===== src/rtl/score_keeper.sv =====
// score_keeper: per-song accumulator that waits for the Scoring pipeline to
// settle after each hit, then commits base/bonus/combo into running totals.
module score_keeper #(
   parameter int SETTLE     = 3,
   parameter int MISS_LIMIT = 8,
   parameter int W          = 16
) (
   input  logic         clk,
   input  logic         rst_n,
   input  logic         start,
   input  logic [W-1:0] total_note,
   input  logic [1:0]   mod,
   input  logic         hit_valid,
   input  logic [W-1:0] base_score,
   input  logic [W-1:0] bonus_score,
   input  logic [W-1:0] combo,
   output logic [W-1:0] last_combo,
   output logic [W-1:0] last_base_score,
   output logic [W-1:0] now_cnt,
   output logic [W-1:0] bonus_total,
   output logic [W-1:0] total_score,
   output logic [W-1:0] max_combo,
   output logic         busy,
   output logic         hit_ack,
   output logic         song_done,
   output logic         fail,
   output logic [2:0]   state_dbg
);

   // Handshake: hit_valid is a one-cycle strobe accepted only in RUN; no
   // back-pressure exists, so a strobe arriving outside RUN is dropped.
   typedef enum logic [2:0] {
      S_IDLE   = 3'd0,
      S_RUN    = 3'd1,
      S_SETTLE = 3'd2,
      S_COMMIT = 3'd3,
      S_DONE   = 3'd4,
      S_FAILED = 3'd5
   } state_t;

   localparam int CW = $clog2(SETTLE) + 1;
   localparam logic [W-1:0] MAX_VAL = '1;

   state_t          state;
   state_t          state_nxt;
   logic [CW-1:0]   settle_cnt;
   logic [W-1:0]    miss_cnt;
   logic [W-1:0]    total_note_q;
   logic [1:0]      mod_q;

   logic [W:0]      base_sum;
   logic [W:0]      bonus_sum;
   logic [W:0]      total_sum;
   logic [W-1:0]    base_sat;
   logic [W-1:0]    bonus_sat;
   logic [W-1:0]    total_sat;
   logic [W-1:0]    miss_upd;
   logic [W-1:0]    cnt_upd;

   always_comb begin
      base_sum  = {1'b0, last_base_score} + {1'b0, base_score};
      bonus_sum = {1'b0, bonus_total} + {1'b0, bonus_score};
      total_sum = {1'b0, last_base_score} + {1'b0, bonus_total};
      base_sat  = base_sum[W]  ? MAX_VAL : base_sum[W-1:0];
      bonus_sat = bonus_sum[W] ? MAX_VAL : bonus_sum[W-1:0];
      total_sat = total_sum[W] ? MAX_VAL : total_sum[W-1:0];
      // Miss counter saturates so a long No Fail streak cannot wrap back under the limit.
      if (base_score != '0)
         miss_upd = '0;
      else if (miss_cnt == MAX_VAL)
         miss_upd = miss_cnt;
      else
         miss_upd = miss_cnt + 1'b1;
      cnt_upd = now_cnt + 1'b1;
   end

   always_comb begin
      state_nxt = state;
      unique case (state)
         S_IDLE:   state_nxt = S_IDLE;
         S_RUN:    if (hit_valid) state_nxt = S_SETTLE;
         S_SETTLE: if (settle_cnt == '0) state_nxt = S_COMMIT;
         S_COMMIT: begin
            if (mod_q != 2'b01 && miss_upd >= W'(MISS_LIMIT))
               state_nxt = S_FAILED;
            else if (cnt_upd == total_note_q)
               state_nxt = S_DONE;
            else
               state_nxt = S_RUN;
         end
         S_DONE:   state_nxt = S_DONE;
         S_FAILED: state_nxt = S_FAILED;
         default:  state_nxt = S_IDLE;
      endcase
      if (start)
         state_nxt = (total_note == '0) ? S_DONE : S_RUN;
   end

   always_ff @(posedge clk) begin
      if (!rst_n)
         state <= S_IDLE;
      else
         state <= state_nxt;
   end

   always_ff @(posedge clk) begin
      if (!rst_n) begin
         settle_cnt      <= '0;
         miss_cnt        <= '0;
         total_note_q    <= '0;
         mod_q           <= '0;
         last_combo      <= '0;
         last_base_score <= '0;
         now_cnt         <= '0;
         bonus_total     <= '0;
         total_score     <= '0;
         max_combo       <= '0;
      end else if (start) begin
         settle_cnt      <= '0;
         miss_cnt        <= '0;
         total_note_q    <= total_note;
         mod_q           <= mod;
         last_combo      <= '0;
         last_base_score <= '0;
         now_cnt         <= '0;
         bonus_total     <= '0;
         total_score     <= '0;
         max_combo       <= '0;
      end else begin
         total_score <= total_sat;
         if (state == S_RUN && hit_valid)
            settle_cnt <= CW'(SETTLE - 1);
         else if (state == S_SETTLE && settle_cnt != '0)
            settle_cnt <= settle_cnt - 1'b1;
         // Scoring outputs are only trusted here, once the pipeline has settled.
         if (state == S_COMMIT) begin
            last_base_score <= base_sat;
            bonus_total     <= bonus_sat;
            last_combo      <= combo;
            if (combo > max_combo)
               max_combo <= combo;
            now_cnt  <= cnt_upd;
            miss_cnt <= miss_upd;
         end
      end
   end

   assign busy      = (state == S_SETTLE) || (state == S_COMMIT);
   assign hit_ack   = (state == S_COMMIT);
   assign song_done = (state == S_DONE);
   assign fail      = (state == S_FAILED);
   assign state_dbg = state;

endmodule


===== config.mk =====
export PLATFORM = sky130hd
export DESIGN_NAME = score_keeper
export DESIGN_NICKNAME = d
export VERILOG_FILES = /design/src/rtl/score_keeper.sv
export SDC_FILE = /design/constraint.sdc
export NUM_CORES = 1
export LEC_CHECK = 0
export BUFFER_PORTS_ARGS = -buffer_cell sky130_fd_sc_hd__buf_2
export CELL_PAD_IN_SITES_DETAIL_PLACEMENT = 1
export CELL_PAD_IN_SITES_GLOBAL_PLACEMENT = 2
export CORE_ASPECT_RATIO = 0.9
export CORE_MARGIN = 3
export CORE_UTILIZATION = 36
export CTS_BUF_LIST = sky130_fd_sc_hd__clkbuf_4
export DETAILED_ROUTE_END_ITERATION = 16
export PLACE_DENSITY_LB_ADDON = 0.08
export SLEW_MARGIN = 30
export SYNTH_ARGS = -nofsm -noshare
export SYNTH_HDL_FRONTEND = slang
export SYNTH_SLANG_ARGS = --single-unit

===== constraint.sdc =====
create_clock -name clk -period 3.9 [get_ports clk]
set_clock_uncertainty 0.1 [all_clocks]
set_input_delay 0.39 -clock clk [delete_from_list [all_inputs] [get_ports clk]]
set_output_delay 0.39 -clock clk [all_outputs]
set_load 0.02 [all_outputs]

Yosys cells after proc, flatten, opt, wreduce, memory -nomap -nowiden --
Cells that the tools add are included.
Word-level totals: output and inout port bits 103, register bits 136, input port bits 70
Cells by class: reductions and logical operators 13, $add $sub $neg 6, bitwise logic cells 1, eq/ne operators 10, order comparisons 2, muxes and demuxes 14
Operators by type and width (count):
- 16-bit two-way mux | 5
- 16-bit by 16-bit adder with 17-bit output | 3
- 16-bit by 1-bit adder with 16-bit output (second input constant) | 2
- 3-bit two-way mux | 6
- 16-bit == test | 1
- 16-bit == test (second input constant) | 1
- 16-bit by 4-bit >= comparator with 1-bit output (second input constant) | 1
- 16-bit greater-than comparator | 1
- 16-bit zero test | 1
- 16-bit nonzero test | 1
- 3-bit case mux with 5 select lines | 1
- 3-bit by 2-bit == test with 1-bit output (second input constant) | 2
- 3-bit == test (second input constant) | 2
- 3-bit != test (second input constant) | 2
- 2-bit two-way mux | 2
- 2-bit AND reduction | 2
- 3-bit by 1-bit == test with 1-bit output (second input constant) | 1
- 1-bit logical AND | 3
- 3-bit zero test | 1
- 3-bit nonzero test | 1
- 3-bit OR reduction | 1
- 3-bit by 1-bit subtractor with 3-bit output (second input constant) | 1
- 2-bit by 1-bit != test with 1-bit output (second input constant) | 1
- 2-bit nonzero test | 1
- other kinds (3) | 3

Longest topological paths before layout --
depth in word-level cells 8, gate-level depth with buffers 12, mapped depth without buffers 11

Worst setup path after synthesis --
OpenSTA, ideal clock, no wires.
kind register -> register, start point register bonus_total[0], end point register total_score[4], required time 3731 ps, stages on the path, launching flop included 13, setup slack 1245 ps, arrival 2485 ps, buffers on the path 1, path through dfxtp_1 -> ha_1 -> inv_1 -> fa_1 -> nor2b_1 -> o31a_1 -> o311ai_1 -> nand2_1 -> a41oi_2 -> o21a_2 -> o21a_4 -> buf_6 -> a21oi_2
On the way: cells in the longest elaborated chain, start to end 2
Ends and longest elaborated chain:
- start, declared | RTL line 20 | output logic [W-1:0] bonus_total,
- start signal, assigned | RTL line 138 | bonus_total <= bonus_sat;
- 16-bit by 16-bit adder with 17-bit output | RTL line 63 | total_sum = {1'b0, last_base_score} + {1'b0, bonus_total};
- 16-bit two-way mux | RTL line 66 | total_sat = total_sum[W] ? MAX_VAL : total_sum[W-1:0];
- end signal, assigned | RTL line 130 | total_score <= total_sat;
- end, declared | RTL line 21 | output logic [W-1:0] total_score,
Every way passes these cells. A chain may end at the register's enable or synchronous reset.

Worst setup path after layout --
start point register last_base_score[0], end point register last_base_score[1]
On the way: cells in the longest elaborated chain, start to end 2
Ends and longest elaborated chain:
- start, declared | RTL line 18 | output logic [W-1:0] last_base_score,
- start signal, assigned | RTL line 137 | last_base_score <= base_sat;
- 16-bit by 16-bit adder with 17-bit output | RTL line 61 | base_sum = {1'b0, last_base_score} + {1'b0, base_score};
- 16-bit two-way mux | RTL line 64 | base_sat = base_sum[W] ? MAX_VAL : base_sum[W-1:0];
Every way passes these cells.

==> run_summary.xml <==
<?xml version="1.0" encoding="UTF-8"?>
<metrics>
  <group name="yosys">
    <metric name="synthTopCellsByCount" unit="">sky130_fd_sc_hd__dfxtp_1 (136), sky130_fd_sc_hd__a21oi_1 (98), sky130_fd_sc_hd__nor2_1 (85)</metric>
    <metric name="synth_seq_area_share" unit="%">32.26</metric>
    <metric name="dominantRegCellSynth" unit="">sky130_fd_sc_hd__dfxtp_1</metric>
    <metric name="ys_warn_count" unit="">0</metric>
    <metric name="share_of_flip_flops_with_an_asynchronous_set_or_reset" unit="%">0</metric>
    <metric name="synth_top_cell_area_share" unit="%">32.26</metric>
    <metric name="synth_fp_nets" unit="">1134</metric>
    <metric name="postSynthCellCount" unit="">991</metric>
    <metric name="post_synth.cell_area_avg" unit="µm²">8.516</metric>
    <metric name="post_synth_main_area_contributors" unit="">sky130_fd_sc_hd__dfxtp_1 (32%), sky130_fd_sc_hd__ha_1 (10%), sky130_fd_sc_hd__a21oi_1 (5.8%)</metric>
    <metric name="synth_cell_types" unit="">81</metric>
    <metric name="yosys.cell_count.top_type" unit="">sky130_fd_sc_hd__dfxtp_1</metric>
    <metric name="syn-cell-area" unit="mm²">0.008439</metric>
    <metric name="ff_latch_count_synth" unit="">136</metric>
    <metric name="synth_area_leader_cell" unit="">sky130_fd_sc_hd__dfxtp_1</metric>
    <metric name="post_synth_edffs" unit="">0</metric>
  </group>
  <group name="global_routing">
    <metric name="grt_antenna_before_repair" unit="">1</metric>
    <metric name="vias_in_the_first_global_route" unit="">7689</metric>
    <metric name="overflow" unit="">0</metric>
    <metric name="grt_max_degree" unit="">43</metric>
    <metric name="grt_use_total" unit="%">19.84</metric>
    <metric name="grt_pass1_wl" unit="µm">41040</metric>
  </group>
  <group name="clocking">
    <metric name="cts_resized" unit="">0</metric>
    <metric name="cts.root.buffer_cell" unit="">sky130_fd_sc_hd__clkbuf_4</metric>
    <metric name="cts_max_level" unit="">4</metric>
    <metric name="cts_max_path_buffers" unit="">2</metric>
    <metric name="postCtsSetupBuffers" unit="">0</metric>
    <metric name="tritoncts" unit="">yes</metric>
    <metric name="cts.sinks" unit="">136</metric>
    <metric name="clkTransAtPathRegs" unit="ps">130</metric>
    <metric name="worstSkewPairLatency" unit="ps">560</metric>
    <metric name="cts_made_buffers" unit="">17</metric>
    <metric name="post_cts_hold_buffer_count" unit="">34</metric>
  </group>
  <group name="route">
    <metric name="drt_first_iter_violations" unit="">322</metric>
    <metric name="routed-via-count" unit="">7746</metric>
    <metric name="detail_route.wirelength" unit="µm">25250</metric>
    <metric name="drc_errors" unit="">0</metric>
    <metric name="routed_via_density" unit="">5.209</metric>
    <metric name="routed_wire_length_per_instance" unit="µm">16.98</metric>
    <metric name="drtAntennaViolNets" unit="">0</metric>
    <metric name="drt_first_pass_iters" unit="">4</metric>
  </group>
  <group name="worst_setup_path">
    <metric name="cp.arrival" unit="ps">3280</metric>
    <metric name="timing.critical_path.to_type" unit="">flop</metric>
    <metric name="timing.setup.critical_path_class" unit="">reg2reg</metric>
    <metric name="worst_ep_required_time" unit="ps">4200</metric>
    <metric name="critPathMaxFanout" unit="">15</metric>
    <metric name="start_kind" unit="">flop</metric>
  </group>
  <group name="sta">
    <metric name="max-slew-margin-rel" unit="%">47.43</metric>
    <metric name="final.hold.worst_slack" unit="ps">139.9</metric>
    <metric name="finalCriticalPeriod" unit="ps">2985</metric>
    <metric name="timing.final.crit_share" unit="%">76.53</metric>
    <metric name="max_slew.worst_pin.slew" unit="ps">781.4</metric>
    <metric name="hold_viol_final" unit="">0</metric>
    <metric name="report.final.setup_viol" unit="">0</metric>
    <metric name="unrepaired_setup_endpoints_after_global_routing" unit="">no</metric>
    <metric name="achievable-frequency" unit="MHz">335.0</metric>
    <metric name="report.final.slew_viol_count" unit="">0</metric>
    <metric name="fin_setup_tns" unit="ps">0</metric>
    <metric name="final_worst_setup_slack" unit="ps">915.2</metric>
  </group>
  <group name="floorplan">
    <metric name="initial_core_util" unit="%">37.06</metric>
    <metric name="die_height" unit="µm">151.3</metric>
    <metric name="die_x" unit="µm">167.4</metric>
    <metric name="design.die.area" unit="mm²">0.02532</metric>
    <metric name="io-pin-count" unit="">173</metric>
    <metric name="core.rowCount" unit="">52</metric>
    <metric name="core_box_area" unit="mm²">0.02277</metric>
  </group>
  <group name="run_status">
    <metric name="status" unit="">complete, no violations</metric>
  </group>
  <group name="placement">
    <metric name="placedInstanceArea" unit="mm²">0.009532</metric>
    <metric name="detailedPlacementHpwl" unit="µm">19000</metric>
    <metric name="place.port_buffers" unit="">172</metric>
    <metric name="place.detailed.instances" unit="">1420</metric>
    <metric name="place.gp.congestion" unit="">0.7764</metric>
    <metric name="detailedPlace.worstSlack" unit="ps">806.7</metric>
  </group>
  <group name="cells_and_area">
    <metric name="layoutNonFillerInstCount" unit="">1487</metric>
    <metric name="num-nets-final" unit="">1319</metric>
    <metric name="drive_above_1_share" unit="%">21.87</metric>
    <metric name="finalInstanceArea" unit="mm²">0.01015</metric>
    <metric name="area.growth.synth_to_final" unit="%">20.24</metric>
  </group>
  <group name="power">
    <metric name="vdd_ir_drop_max" unit="mV">0.1590</metric>
    <metric name="cellLeakagePower" unit="nW">4.538</metric>
    <metric name="power-per-cell-area" unit="mW/mm²">260.3</metric>
  </group>
  <group name="min_path">
    <metric name="hold_crit_path_type" unit="">in2reg</metric>
  </group>
  <group name="run">
    <metric name="maxCapViolations" unit="">0</metric>
  </group>
</metrics>
## stage by stage
stage	power, W	util [%]
6_report	0.002641	44.56
4_1_cts	0.002684	44.55
5_1_grt	0.002771	44.56
2_1_floorplan	0.001598	-
3_3_place_gp	0.001692	41.77
3_5_place_dp	0.001697	41.86
## layout by cell type, fill, tap and decap left out, types with 12 or more instances in the layout
cell	Yosys	final
sky130_fd_sc_hd__nand3_1	20	20
sky130_fd_sc_hd__nor2_1	85	85
sky130_fd_sc_hd__inv_1	34	34
sky130_fd_sc_hd__o21a_1	16	16
sky130_fd_sc_hd__o21ai_0	52	52
sky130_fd_sc_hd__a21o_1	14	14
sky130_fd_sc_hd__ha_1	70	70
sky130_fd_sc_hd__a21oi_1	98	98
sky130_fd_sc_hd__nand2_1	71	70
sky130_fd_sc_hd__a31oi_1	12	12
sky130_fd_sc_hd__o21ai_1	14	14
sky130_fd_sc_hd__nor2b_1	28	27
sky130_fd_sc_hd__clkbuf_4	0	19
sky130_fd_sc_hd__dfxtp_1	136	136
sky130_fd_sc_hd__dlygate4sd3_1	0	34
sky130_fd_sc_hd__xor2_1	42	42
sky130_fd_sc_hd__nor3_1	30	30
sky130_fd_sc_hd__mux2i_1	37	37
sky130_fd_sc_hd__xnor2_1	30	30
sky130_fd_sc_hd__buf_2	6	172
## path summary, 6_finish.rpt
check | endpoint | cells past startpoint | slack [ps] | from
worst max-delay path | last_base_score[1] | 11 | 920 | last_base_score[0]
worst min-delay path | bonus_total[0] | 4 | 140 | bonus_score[0]
worst max register to register | last_base_score[1] | 11 | 920 | last_base_score[0]
worst min register to register | last_combo[12] | 2 | 360 | last_combo[12]
## critical path, cell delays in order, from the launching register on
cell and delay [ps]:
sky130_fd_sc_hd__dfxtp_1 380, sky130_fd_sc_hd__ha_1 230, sky130_fd_sc_hd__inv_1 80, sky130_fd_sc_hd__fa_1 200
sky130_fd_sc_hd__nor2b_1 50, sky130_fd_sc_hd__o21a_1 190, sky130_fd_sc_hd__o21ai_2 200, sky130_fd_sc_hd__a211oi_2 150
sky130_fd_sc_hd__o31ai_4 340, sky130_fd_sc_hd__o21ai_1 130, sky130_fd_sc_hd__a21boi_2 610, sky130_fd_sc_hd__a221oi_1 170
## logic make-up after synthesis
| kind of cell | share of synthesized area (%) |
|---|---|
| buffers and inverters | 4.284 |
| adder cells (fa/ha/maj) | 11.09 |
| AO/OA/AOI/OAI | 22.14 |
| flip-flops | 32.26 |
| multiplexers | 4.522 |
| AND/OR/NAND/NOR | 18.24 |
| XOR/XNOR | 7.472 |
## power by group
group / leakage (nW) / switching [W] / internal [W]
clock network: 0.150 / 0.000560 / 0.000390
registers: 1.10 / 0.0000141 / 0.00140
logic: 3.29 / 0.000146 / 0.000128
## flip-flops by register name, indices dropped and copies added, names as in the netlist
register / count
bonus_total: 16
last_base_score: 16
last_combo: 16
max_combo: 16
miss_cnt: 16
mod_q: 2
now_cnt: 16
settle_cnt: 3
state_dbg: 3
total_note_q: 16
total_score: 16
## per-layer routing
layer	track usage, %	part of all wire (%)	vias to the layer above
met1	28.50	51	3677
met5	0	0	-
met2	31.15	44	128
met3	3.314	4.2	18
met4	4.867	1.1	0
li1	-	-	3923
## final cells by class
type | instances | area (µm²)
repair buffers | 213 | 1279
multi-input cells | 773 | 5368
flip-flops and latches | 136 | 2723
well taps | 297 | 371.6
inverters | 35 | 131.4
clock buffers | 19 | 142.6
diodes | 1 | 2.502
fillers | 2797 | 12620
clock inverters | 13 | 130.1
(Power assumes the default switching activity.)
